<file path="src/rtl/programmable_tt_eval_pkg.sv">
// Shared types and helpers for the programmable truth-table evaluator.
//   tt_state_e : controller states (RUN evaluates, LOAD shifts in a new table)
//   tt_width() : number of table entries for a given input count
package programmable_tt_eval_pkg;

   typedef enum logic [0:0] {
      ST_RUN  = 1'b0,
      ST_LOAD = 1'b1
   } tt_state_e;

   // Table width is 2**n_in entries.
   function automatic int unsigned tt_width(input int unsigned n_in);
      return 32'(1) << n_in;
   endfunction

endpackage

</file>
<file path="src/rtl/programmable_tt_eval_if.sv">
// Configuration, evaluation and result bus of programmable_tt_eval.
//   cfg_*      : serial truth-table load (start/abort/valid/bit in, ready/done out)
//   in_*       : input vector handshake (valid/vec in, ready out)
//   out_*      : result handshake (valid/bit out, ready in)
//   eval_count : saturating count of accepted evaluations
// master drives the requests, slave is the evaluator.
interface programmable_tt_eval_if #(
   parameter int unsigned N_IN  = 4,
   parameter int unsigned CNT_W = 16
);
   logic             cfg_start;
   logic             cfg_abort;
   logic             cfg_valid;
   logic             cfg_bit;
   logic             cfg_ready;
   logic             cfg_done;
   logic             in_valid;
   logic [N_IN-1:0]  in_vec;
   logic             in_ready;
   logic             out_valid;
   logic             out_bit;
   logic             out_ready;
   logic [CNT_W-1:0] eval_count;

   modport master (
      output cfg_start, cfg_abort, cfg_valid, cfg_bit, in_valid, in_vec, out_ready,
      input  cfg_ready, cfg_done, in_ready, out_valid, out_bit, eval_count
   );

   modport slave (
      input  cfg_start, cfg_abort, cfg_valid, cfg_bit, in_valid, in_vec, out_ready,
      output cfg_ready, cfg_done, in_ready, out_valid, out_bit, eval_count
   );
endinterface

</file>
<file path="src/rtl/tt_shift_loader.sv">
// Serial shadow loader: collects a truth table MSB first.
//   clk, rst   : clock, async active-high reset
//   clear      : drop any partial table and restart at bit 0
//   shift_en   : accept bit_in this cycle
//   bit_in     : serial table bit
//   at_last_c  : next accepted bit completes the table
//   table_c    : full table formed by the stored bits plus bit_in
module tt_shift_loader #(
   parameter int unsigned TT_W = 16
)(
   input  logic            clk,
   input  logic            rst,
   input  logic            clear,
   input  logic            shift_en,
   input  logic            bit_in,
   output logic            at_last_c,
   output logic [TT_W-1:0] table_c
);
   localparam int unsigned IDX_W = $clog2(TT_W);

   // Only TT_W-1 bits need storage; the final bit is taken straight from bit_in.
   logic [TT_W-2:0]  shadow_q;
   logic [IDX_W-1:0] idx_q;

   assign at_last_c = (idx_q == IDX_W'(TT_W - 1));
   assign table_c   = {shadow_q, bit_in};

   // Shift register and bit index; both restart after a completed table.
   always_ff @(posedge clk or posedge rst) begin
      if (rst) begin
         shadow_q <= '0;
         idx_q    <= '0;
      end else if (clear) begin
         shadow_q <= '0;
         idx_q    <= '0;
      end else if (shift_en) begin
         if (at_last_c) begin
            shadow_q <= '0;
            idx_q    <= '0;
         end else begin
            shadow_q <= {shadow_q[TT_W-3:0], bit_in};
            idx_q    <= idx_q + IDX_W'(1);
         end
      end
   end
endmodule

</file>
<file path="src/rtl/programmable_tt_eval.sv">
// Programmable N_IN-input boolean function evaluator.
//   clk, rst : clock, async active-high reset
//   bus      : programmable_tt_eval_if slave (cfg load, input vector, result, eval_count)
// In RUN each accepted in_vec yields active_table[in_vec] one cycle later.
// In LOAD a new table is shifted in and committed atomically on its last bit.
module programmable_tt_eval
   import programmable_tt_eval_pkg::*;
#(
   parameter int unsigned                N_IN     = 4,
   parameter logic [tt_width(N_IN)-1:0] TT_RESET = 16'hE93A,
   parameter int unsigned                CNT_W    = 16
)(
   input  logic                    clk,
   input  logic                    rst,
   programmable_tt_eval_if.slave   bus
);
   localparam int unsigned TT_W = tt_width(N_IN);

   localparam logic [0:0] RUN  = ST_RUN;
   localparam logic [0:0] LOAD = ST_LOAD;

   logic [0:0]       state_q;
   logic [0:0]       state_d;
   logic [TT_W-1:0]  active_q;
   logic             cfg_done_q;
   logic             out_valid_q;
   logic             out_bit_q;
   logic [CNT_W-1:0] cnt_q;

   logic             loader_clear_c;
   logic             shift_en_c;
   logic             commit_c;
   logic             last_c;
   logic [TT_W-1:0]  table_c;
   logic             in_ready_c;
   logic             accept_c;

   tt_shift_loader #(
      .TT_W (TT_W)
   ) u_loader (
      .clk       (clk),
      .rst       (rst),
      .clear     (loader_clear_c),
      .shift_en  (shift_en_c),
      .bit_in    (bus.cfg_bit),
      .at_last_c (last_c),
      .table_c   (table_c)
   );

   // Next-state and load control; abort wins over a bit offered in the same cycle.
   always_comb begin
      state_d        = state_q;
      loader_clear_c = 1'b0;
      shift_en_c     = 1'b0;
      commit_c       = 1'b0;
      case (state_q)
         RUN: begin
            if (bus.cfg_start) begin
               state_d        = LOAD;
               loader_clear_c = 1'b1;
            end
         end
         LOAD: begin
            if (bus.cfg_abort) begin
               state_d        = RUN;
               loader_clear_c = 1'b1;
            end else if (bus.cfg_valid) begin
               shift_en_c = 1'b1;
               if (last_c) begin
                  commit_c = 1'b1;
                  state_d  = RUN;
               end
            end
         end
         default: state_d = RUN;
      endcase
   end

   // State, active table and commit pulse.
   always_ff @(posedge clk or posedge rst) begin
      if (rst) begin
         state_q    <= RUN;
         active_q   <= TT_RESET;
         cfg_done_q <= 1'b0;
      end else begin
         state_q    <= state_d;
         cfg_done_q <= commit_c;
         if (commit_c) begin
            active_q <= table_c;
         end
      end
   end

   // Output stage accepts whenever its register is empty or being drained.
   assign in_ready_c = (state_q == RUN) && (!out_valid_q || bus.out_ready);
   assign accept_c   = bus.in_valid && in_ready_c;

   // Single-entry result register.
   always_ff @(posedge clk or posedge rst) begin
      if (rst) begin
         out_valid_q <= 1'b0;
         out_bit_q   <= 1'b0;
      end else if (accept_c) begin
         out_valid_q <= 1'b1;
         out_bit_q   <= active_q[bus.in_vec];
      end else if (bus.out_ready) begin
         out_valid_q <= 1'b0;
      end
   end

   // Saturating evaluation counter.
   always_ff @(posedge clk or posedge rst) begin
      if (rst) begin
         cnt_q <= '0;
      end else if (accept_c && (cnt_q != {CNT_W{1'b1}})) begin
         cnt_q <= cnt_q + CNT_W'(1);
      end
   end

   assign bus.cfg_ready  = (state_q == LOAD);
   assign bus.cfg_done   = cfg_done_q;
   assign bus.in_ready   = in_ready_c;
   assign bus.out_valid  = out_valid_q;
   assign bus.out_bit    = out_bit_q;
   assign bus.eval_count = cnt_q;
endmodule

</file>
<file path="src/flat_wrapper.sv">
// flat-port wrapper written by rule: the top's interface ports become plain ports
module programmable_tt_eval_flat import programmable_tt_eval_pkg::*;
#(
   parameter int unsigned                N_IN     = 4,
   parameter logic [tt_width(N_IN)-1:0] TT_RESET = 16'hE93A,
   parameter int unsigned                CNT_W    = 16
)
  (clk, rst, bus_cfg_start, bus_cfg_abort, bus_cfg_valid, bus_cfg_bit, bus_in_valid, bus_in_vec, bus_out_ready, bus_cfg_ready, bus_cfg_done, bus_in_ready, bus_out_valid, bus_out_bit, bus_eval_count);
  programmable_tt_eval_if #(.N_IN(N_IN), .CNT_W(CNT_W)) bus_i ();
  input  logic clk;
  input  logic rst;
  input wire logic [$bits(bus_i.cfg_start)-1:0] bus_cfg_start;
  input wire logic [$bits(bus_i.cfg_abort)-1:0] bus_cfg_abort;
  input wire logic [$bits(bus_i.cfg_valid)-1:0] bus_cfg_valid;
  input wire logic [$bits(bus_i.cfg_bit)-1:0] bus_cfg_bit;
  input wire logic [$bits(bus_i.in_valid)-1:0] bus_in_valid;
  input wire logic [$bits(bus_i.in_vec)-1:0] bus_in_vec;
  input wire logic [$bits(bus_i.out_ready)-1:0] bus_out_ready;
  output wire logic [$bits(bus_i.cfg_ready)-1:0] bus_cfg_ready;
  output wire logic [$bits(bus_i.cfg_done)-1:0] bus_cfg_done;
  output wire logic [$bits(bus_i.in_ready)-1:0] bus_in_ready;
  output wire logic [$bits(bus_i.out_valid)-1:0] bus_out_valid;
  output wire logic [$bits(bus_i.out_bit)-1:0] bus_out_bit;
  output wire logic [$bits(bus_i.eval_count)-1:0] bus_eval_count;
  assign bus_i.cfg_start = bus_cfg_start;
  assign bus_i.cfg_abort = bus_cfg_abort;
  assign bus_i.cfg_valid = bus_cfg_valid;
  assign bus_i.cfg_bit = bus_cfg_bit;
  assign bus_i.in_valid = bus_in_valid;
  assign bus_i.in_vec = bus_in_vec;
  assign bus_i.out_ready = bus_out_ready;
  assign bus_cfg_ready = bus_i.cfg_ready;
  assign bus_cfg_done = bus_i.cfg_done;
  assign bus_in_ready = bus_i.in_ready;
  assign bus_out_valid = bus_i.out_valid;
  assign bus_out_bit = bus_i.out_bit;
  assign bus_eval_count = bus_i.eval_count;
  programmable_tt_eval #(.N_IN(N_IN), .TT_RESET(TT_RESET), .CNT_W(CNT_W)) u_core (.clk(clk), .rst(rst), .bus(bus_i));
endmodule
</file>
<file path="config.mk">
export PLATFORM = sky130hd
export DESIGN_NAME = programmable_tt_eval_flat
export DESIGN_NICKNAME = d
export VERILOG_FILES = /design/src/rtl/programmable_tt_eval_pkg.sv /design/src/rtl/programmable_tt_eval_if.sv /design/src/rtl/tt_shift_loader.sv /design/src/rtl/programmable_tt_eval.sv /design/src/flat_wrapper.sv
export SDC_FILE = /design/constraint.sdc
export NUM_CORES = 1
export LEC_CHECK = 0
export ABC_AREA = 1
export CORE_ASPECT_RATIO = 1.25
export CORE_MARGIN = 1.5
export CORE_UTILIZATION = 50
export CTS_CLUSTER_SIZE = 24
export DETAILED_ROUTE_END_ITERATION = 12
export PLACE_DENSITY = 0.73
export SLEW_MARGIN = 25
export SYNTH_ARGS = -nofsm -noshare
export SYNTH_HDL_FRONTEND = slang
export SYNTH_SLANG_ARGS = --single-unit
export TNS_END_PERCENT = 30
</file>
<file path="constraint.sdc">
create_clock -name clk -period 4.1 [get_ports clk]
set_clock_uncertainty 0.2 [all_clocks]
set_input_delay 0.41 -clock clk [delete_from_list [all_inputs] [get_ports clk]]
set_output_delay 0.41 -clock clk [all_outputs]
set_load 0.02 [all_outputs]
</file>
==> flow_metrics.py, run 1 <==
metrics = {
    "global_route": {
        "gr-total-overflow": 0,
        "grt_pass1_wl_mm": 9.16,
        "grt_pass1_vias": 2171,
        "track_usage": 0.206,
        "antenna_found_initial": 0,
        "grt_max_degree": 36,
    },
    "floorplanning": {
        "start_util": 0.528,
        "die_h_um": 85.4,
        "coreArea_sq_um": 5150,
        "rows": 29,
        "pin_count": 33,
        "dieWidth_um": 69.0,
        "die_area_sq_um": 5890,
    },
    "finish": {
        "nets": 374,
        "area_delta_synth_final_pct": 16.9,
        "antenna_cells": 0,
        "final_cell_mix": "nand2_1, inv_1, dfrtp_1",
        "n_fill_cell": 468,
        "drive_gt1_frac": 0.0914,
        "fin_cells": 423,
        "layout_commonest_cell": "nand2_1",
    },
    "setup_path": {
        "critPathMaxFanout": 2,
        "crit_slowest_cell": "clkdlybuf4s50_1",
        "path_class": "in2out",
        "critPathRequiredTime_ns": 3.49,
        "r2r_setup_slack_ns": 1.99,
        "crit_chain": "clkdlybuf4s50_1 -> nor2_1 -> nor2_1 -> clkdlybuf4s50_1",
        "slowest_delay_ns": 0.61,
        "crit_arrival_ns": 1.65,
        "end_kind": "primary output",
        "cp-start-kind": "input port",
    },
    "timing": {
        "drv_slew": 0,
        "fin_crit_ns": 2.26,
        "worst_pin_slew_ns": 0.740,
        "fmax_ghz": 0.443,
        "finalHoldViolCount": 0,
        "setup_violations": 0,
        "rsz0062_at_grt": "false",
        "fin_setup_tns_ns": 0,
        "period_share": 0.551,
        "relSlewSlack": 0.506,
        "whs_ns": 0.287,
    },
    "synth": {
        "synth_top_area_cell": "dfrtp_1",
        "async_flop_share": 1.00,
        "ys_ff_latch": 55,
        "synth_area_sq_um": 2720,
        "synth_flop_cell": "dfrtp_1",
        "seq_area_frac_synth": 0.510,
        "synth-warning-count": 0,
        "synth_area_leaders": "dfrtp_1, nand2_1, dfstp_2",
        "syn-num-nets": 342,
        "synth.avg_cell_area_sq_um": 8.29,
        "synth_top_area_share": 0.423,
        "synthCells": 328,
        "synth_edf_count": 0,
        "ys_types": 28,
    },
    "drt": {
        "drtPass1Iterations": 4,
        "drt_iter0_markers": 88,
        "drtAntennaViolNets": 0,
        "vias_per_cell": 5.09,
        "drc": 0,
        "wl_per_cell_um": 12.4,
        "via_count": 2153,
        "drt-total-wl_mm": 5.26,
    },
    "power_and_ir_drop": {
        "powerDensity_nw_per_um2": 395,
        "vdd_drop_max_uv": 258,
        "p_leak_uw": 0.00145,
        "power_uw": 1260,
    },
    "placed_design": {
        "hpwl_mm": 3.73,
        "place.gp.congestion": 0.783,
        "port_buffers": 32,
        "dp.cells": 415,
    },
    "clock_tree": {
        "cts_tree": "built",
        "cts_inserted_buffers": 5,
        "hold_buffers": 0,
        "cts_max_level": 2,
        "cts_resized": 0,
        "cts_sinks": 55,
        "path_clk_slew_ns": 0.09,
        "clockRootBuffer": "clkbuf_8",
        "cts_max_path_buffers": 2,
        "post-cts-setup-buffers": 0,
        "clk_latency_ns": 0.31,
    },
    "outcome": {
        "status": "completed",
    },
    "min_path": {
        "hold_class": "reg2reg",
    },
    "run": {
        "drv_cap": 0,
    },
}
-- state kept, by name, summed over array words and instances, names as in the netlist --
name	count
u_core.active_q	16
u_core.bus.cfg_done	1
u_core.bus.cfg_ready	1
u_core.bus.eval_count	16
u_core.bus.out_bit	1
u_core.bus.out_valid	1
u_core.u_loader.idx_q	4
u_core.u_loader.shadow_q	15
-- layout make-up --
type	instances	area (sq um)	area share
Sequential cell	55	1390	0.437
Multi-Input combinational cell	210	1060	0.334
Timing Repair Buffer	33	328	0.103
Inverter	55	206	0.0650
Clock buffer	6	82.6	0.0260
Tap cell	62	77.6	0.0244
Clock inverter	2	35.0	0.0110
-- where the power goes --
group	internal [uW]	switching, uW	leakage [uW]
logic	113	145	0.000703
clock network	198	169	0.0000612
registers	580	50.8	0.000687
total	891	364	0.00145
-- critical path, delay by kind of cell --
family	cells	cell delay (ns)
buffers and inverters	2	1.08
AND/OR/NAND/NOR	2	0.16
-- logic make-up (layout without fill, tap and decap cells) --
family          count (synthesis)  in the layout  synth area share
xor+xnor                       10             10            0.0322
buf+inv                        63             96            0.0994
simple gates                  155            155             0.261
flops                          55             55             0.510
fa+ha+maj                       2              2           0.00920
compound gates                 43             43            0.0879
-- per-stage QoR --
stage                      util  instance area (sq um)  setup WS, ns
after global placement    0.594                   3060          1.84
after global routing      0.617                   3180          1.77
after floorplan               -                   2720          2.16
after detailed placement  0.594                   3060          1.83
final                     0.617                   3180          1.84
after CTS                 0.617                   3180          1.83
-- layer usage --
layer  share of wire  track usage  wire length [um]
met3           0.029       0.0438               154
met4           0.012       0.0624                61
met1            0.42        0.234              2210
met2            0.54        0.375              2840
met5               0            0                 0
-- cells in the mapped netlist (2+ instances only) --
cell type,instances
nor3_1,2
nand3_1,34
dfrtp_1,46
xor2_1,4
nand4_1,3
xnor2_1,6
o21ai_0,26
inv_2,4
a21oi_1,2
nor2_4,2
nor2_1,16
nand2_2,2
ha_1,2
dfstp_2,9
buf_6,3
buf_2,3
buf_4,2
inv_1,51
nand2_1,90
o22ai_1,13
-- path summary, 6_finish.rpt --
kind                                              from                  endpoint  depth (start not counted)
setup / recovery                         bus_out_ready              bus_in_ready                          4
setup reg to reg              u_core.bus.eval_count[0]  u_core.bus.eval_count[4]                          8
min in group asynchronous                          rst  u_core.bus.eval_count[0]                          2
hold reg to reg            u_core.u_loader.shadow_q[1]        u_core.active_q[2]                          2
hold / removal             u_core.u_loader.shadow_q[1]        u_core.active_q[2]                          2
max in group asynchronous                          rst        u_core.active_q[3]                          3
Note: power is estimated with default switching activity, not from simulation.
==> run 2: changes to the inputs <==
- clock period: 4.1 -> 2.3 ns (I/O delays scaled with it)
==> run 2 against run 1 <==
Against the previous run:
- via count up 2.0%
- non-clock buffer count rose by 4
- register-to-register slack got worse by 1.6 ns
- count of clock-buffer cells in the layout unchanged
- final cell count grew 0.95%
- hold slack got worse by 0.21 ns
- final area increased by 1.8%
- total power rose by 86%
==> flow_metrics.py, run 2 (synthesis results as in run 1) <==
metrics = {
    "outcome": {
        "status": "completed",
    },
    "clock_tree": {
        "clockRootBuffer": "clkbuf_8",
        "cts_max_path_buffers": 2,
        "cts_tree": "built",
        "cts_inserted_buffers": 5,
        "cts_sinks": 55,
        "post-cts-setup-buffers": 0,
        "clk_latency_ns": 0.30,
        "cts_max_level": 2,
        "hold_buffers": 0,
        "path_clk_slew_ns": 0.10,
        "cts_resized": 0,
    },
    "global_route": {
        "grt_pass1_wl_mm": 9.30,
        "antenna_found_initial": 0,
        "grt_max_degree": 56,
        "gr-total-overflow": 0,
        "track_usage": 0.205,
        "grt_pass1_vias": 2160,
    },
    "setup_path": {
        "cp-start-kind": "flop",
        "path_class": "reg2out",
        "cp_common_cell": "nor2_1",
        "path_delay_family": "buffers and inverters",
        "critPathRequiredTime_ns": 1.87,
        "critPathBufInv": 2,
        "crit_chain": "inv_1 -> nor2_1 -> nor2_1 -> clkdlybuf4s50_1",
        "slowest_delay_ns": 0.54,
        "end_kind": "primary output",
        "crit_arrival_ns": 1.53,
        "crit_slowest_cell": "clkdlybuf4s50_1",
        "critPathMaxFanout": 2,
    },
    "floorplanning": {
        "die_area_sq_um": 5890,
        "pin_count": 33,
        "start_util": 0.528,
        "rows": 29,
        "dieWidth_um": 69.0,
        "die_h_um": 85.4,
        "coreArea_sq_um": 5150,
    },
    "placed_design": {
        "dp_slack_ns": 0.373,
        "place.gp.congestion": 0.813,
        "place_area_sq_um": 3100,
        "hpwl_mm": 3.84,
        "port_buffers": 32,
    },
    "timing": {
        "fmax_ghz": 0.511,
        "drv_slew": 0,
        "rsz0062_at_grt": "false",
        "worst_pin_slew_ns": 0.508,
        "fin_ws_ns": 0.345,
        "period_share": 0.850,
        "relSlewSlack": 0.661,
        "fin_crit_ns": 1.96,
        "finalHoldViolCount": 0,
        "setup_violations": 0,
        "fin_setup_tns_ns": 0,
    },
    "power_and_ir_drop": {
        "swShare": 0.280,
        "p_leak_uw": 0.00148,
        "p_seq_frac": 0.482,
        "power.share.combinational": 0.202,
        "powerDensity_nw_per_um2": 720,
        "power.net_switching_uw": 652,
        "vdd_drop_max_uv": 550,
        "clkPwrFrac": 0.316,
        "p_int_uw": 1680,
        "power_uw": 2330,
    },
    "drt": {
        "wl_per_cell_um": 12.5,
        "drtAntennaViolNets": 0,
        "drc": 0,
        "drt_iter0_markers": 92,
        "vias_per_cell": 5.14,
        "drt-total-wl_mm": 5.33,
        "drtPass1Iterations": 4,
        "via_count": 2195,
    },
    "min_path": {
        "hold_class": "in2async",
    },
    "finish": {
        "nets": 378,
        "final_cell_mix": "nand2_1, inv_1, dfrtp_1",
        "fin_area_sq_um": 3240,
        "layout_commonest_cell": "nand2_1",
        "area_delta_synth_final_pct": 19.0,
        "antenna_cells": 0,
        "drive_gt1_frac": 0.0986,
        "utilization": 0.628,
    },
    "run": {
        "drv_cap": 0,
    },
}
run 2: path summary, 6_finish.rpt:
| path | cells past startpoint | slack (ns) | start | to |
|---|---|---|---|---|
| worst min-delay path | 3 | 0.08 | rst | u_core.bus.eval_count[9] |
| min in group clk | 2 | 0.29 | u_core.u_loader.shadow_q[3] | u_core.active_q[4] |
| worst max register to register | 9 | 0.39 | u_core.bus.eval_count[0] | u_core.bus.eval_count[8] |
| worst min register to register | 2 | 0.29 | u_core.u_loader.shadow_q[3] | u_core.active_q[4] |
| max in group asynchronous | 3 | 1.52 | rst | u_core.active_q[15] |
| worst max-delay path | 4 | 0.34 | u_core.bus.out_valid | bus_in_ready |
run 2: per-stage QoR:
step | hold WS, ns | cells
2_1_floorplan | 0.126 | 328
3_3_place_gp | 0.263 | 419
3_5_place_dp | 0.272 | 419
4_1_cts | 0.0907 | 427
5_1_grt | 0.114 | 427
6_report | 0.0806 | 427
run 2: layout make-up:
type                       instances  area (sq um)
clock buffer                       6          72.6
clock inverter                     2          60.1
fill                             459          1920
inverter                          55           206
multi-input combinational        210          1060
sequential                        55          1390
tap                               62          77.6
timing repair buffer              37           370
run 2: power by group through the flow:
stage                     clock (uW)  combinational, uW  sequential, uW
after floorplan                    0                228            1190
after global placement             0                468            1130
after detailed placement           0                477            1140
after CTS                        754                479            1120
after global routing             788                523            1140
final                            736                471            1120
run 2: layer usage:
metal,vias up,global-route usage,routed length [um]
li1,1109,-,-
met1,1047,0.241,2220
met2,35,0.376,2940
met3,4,0.0371,128
met4,0,0.0481,44
met5,-,0,0
run 2: worst register-to-register path, delay by kind of cell, from the launching register on:
kind / cells / cell delay, ns
adder cells (fa/ha/maj): 1 / 0.26
flip-flops: 1 / 0.44
AND/OR/NAND/NOR: 7 / 0.70
buffers and inverters: 1 / 0.20
==> run 3: changes to the inputs <==
- SLEW_MARGIN: 25 -> 15
==> results of run 3 <==
No change in the layout: final DEF, timing and power equal those of run 2.
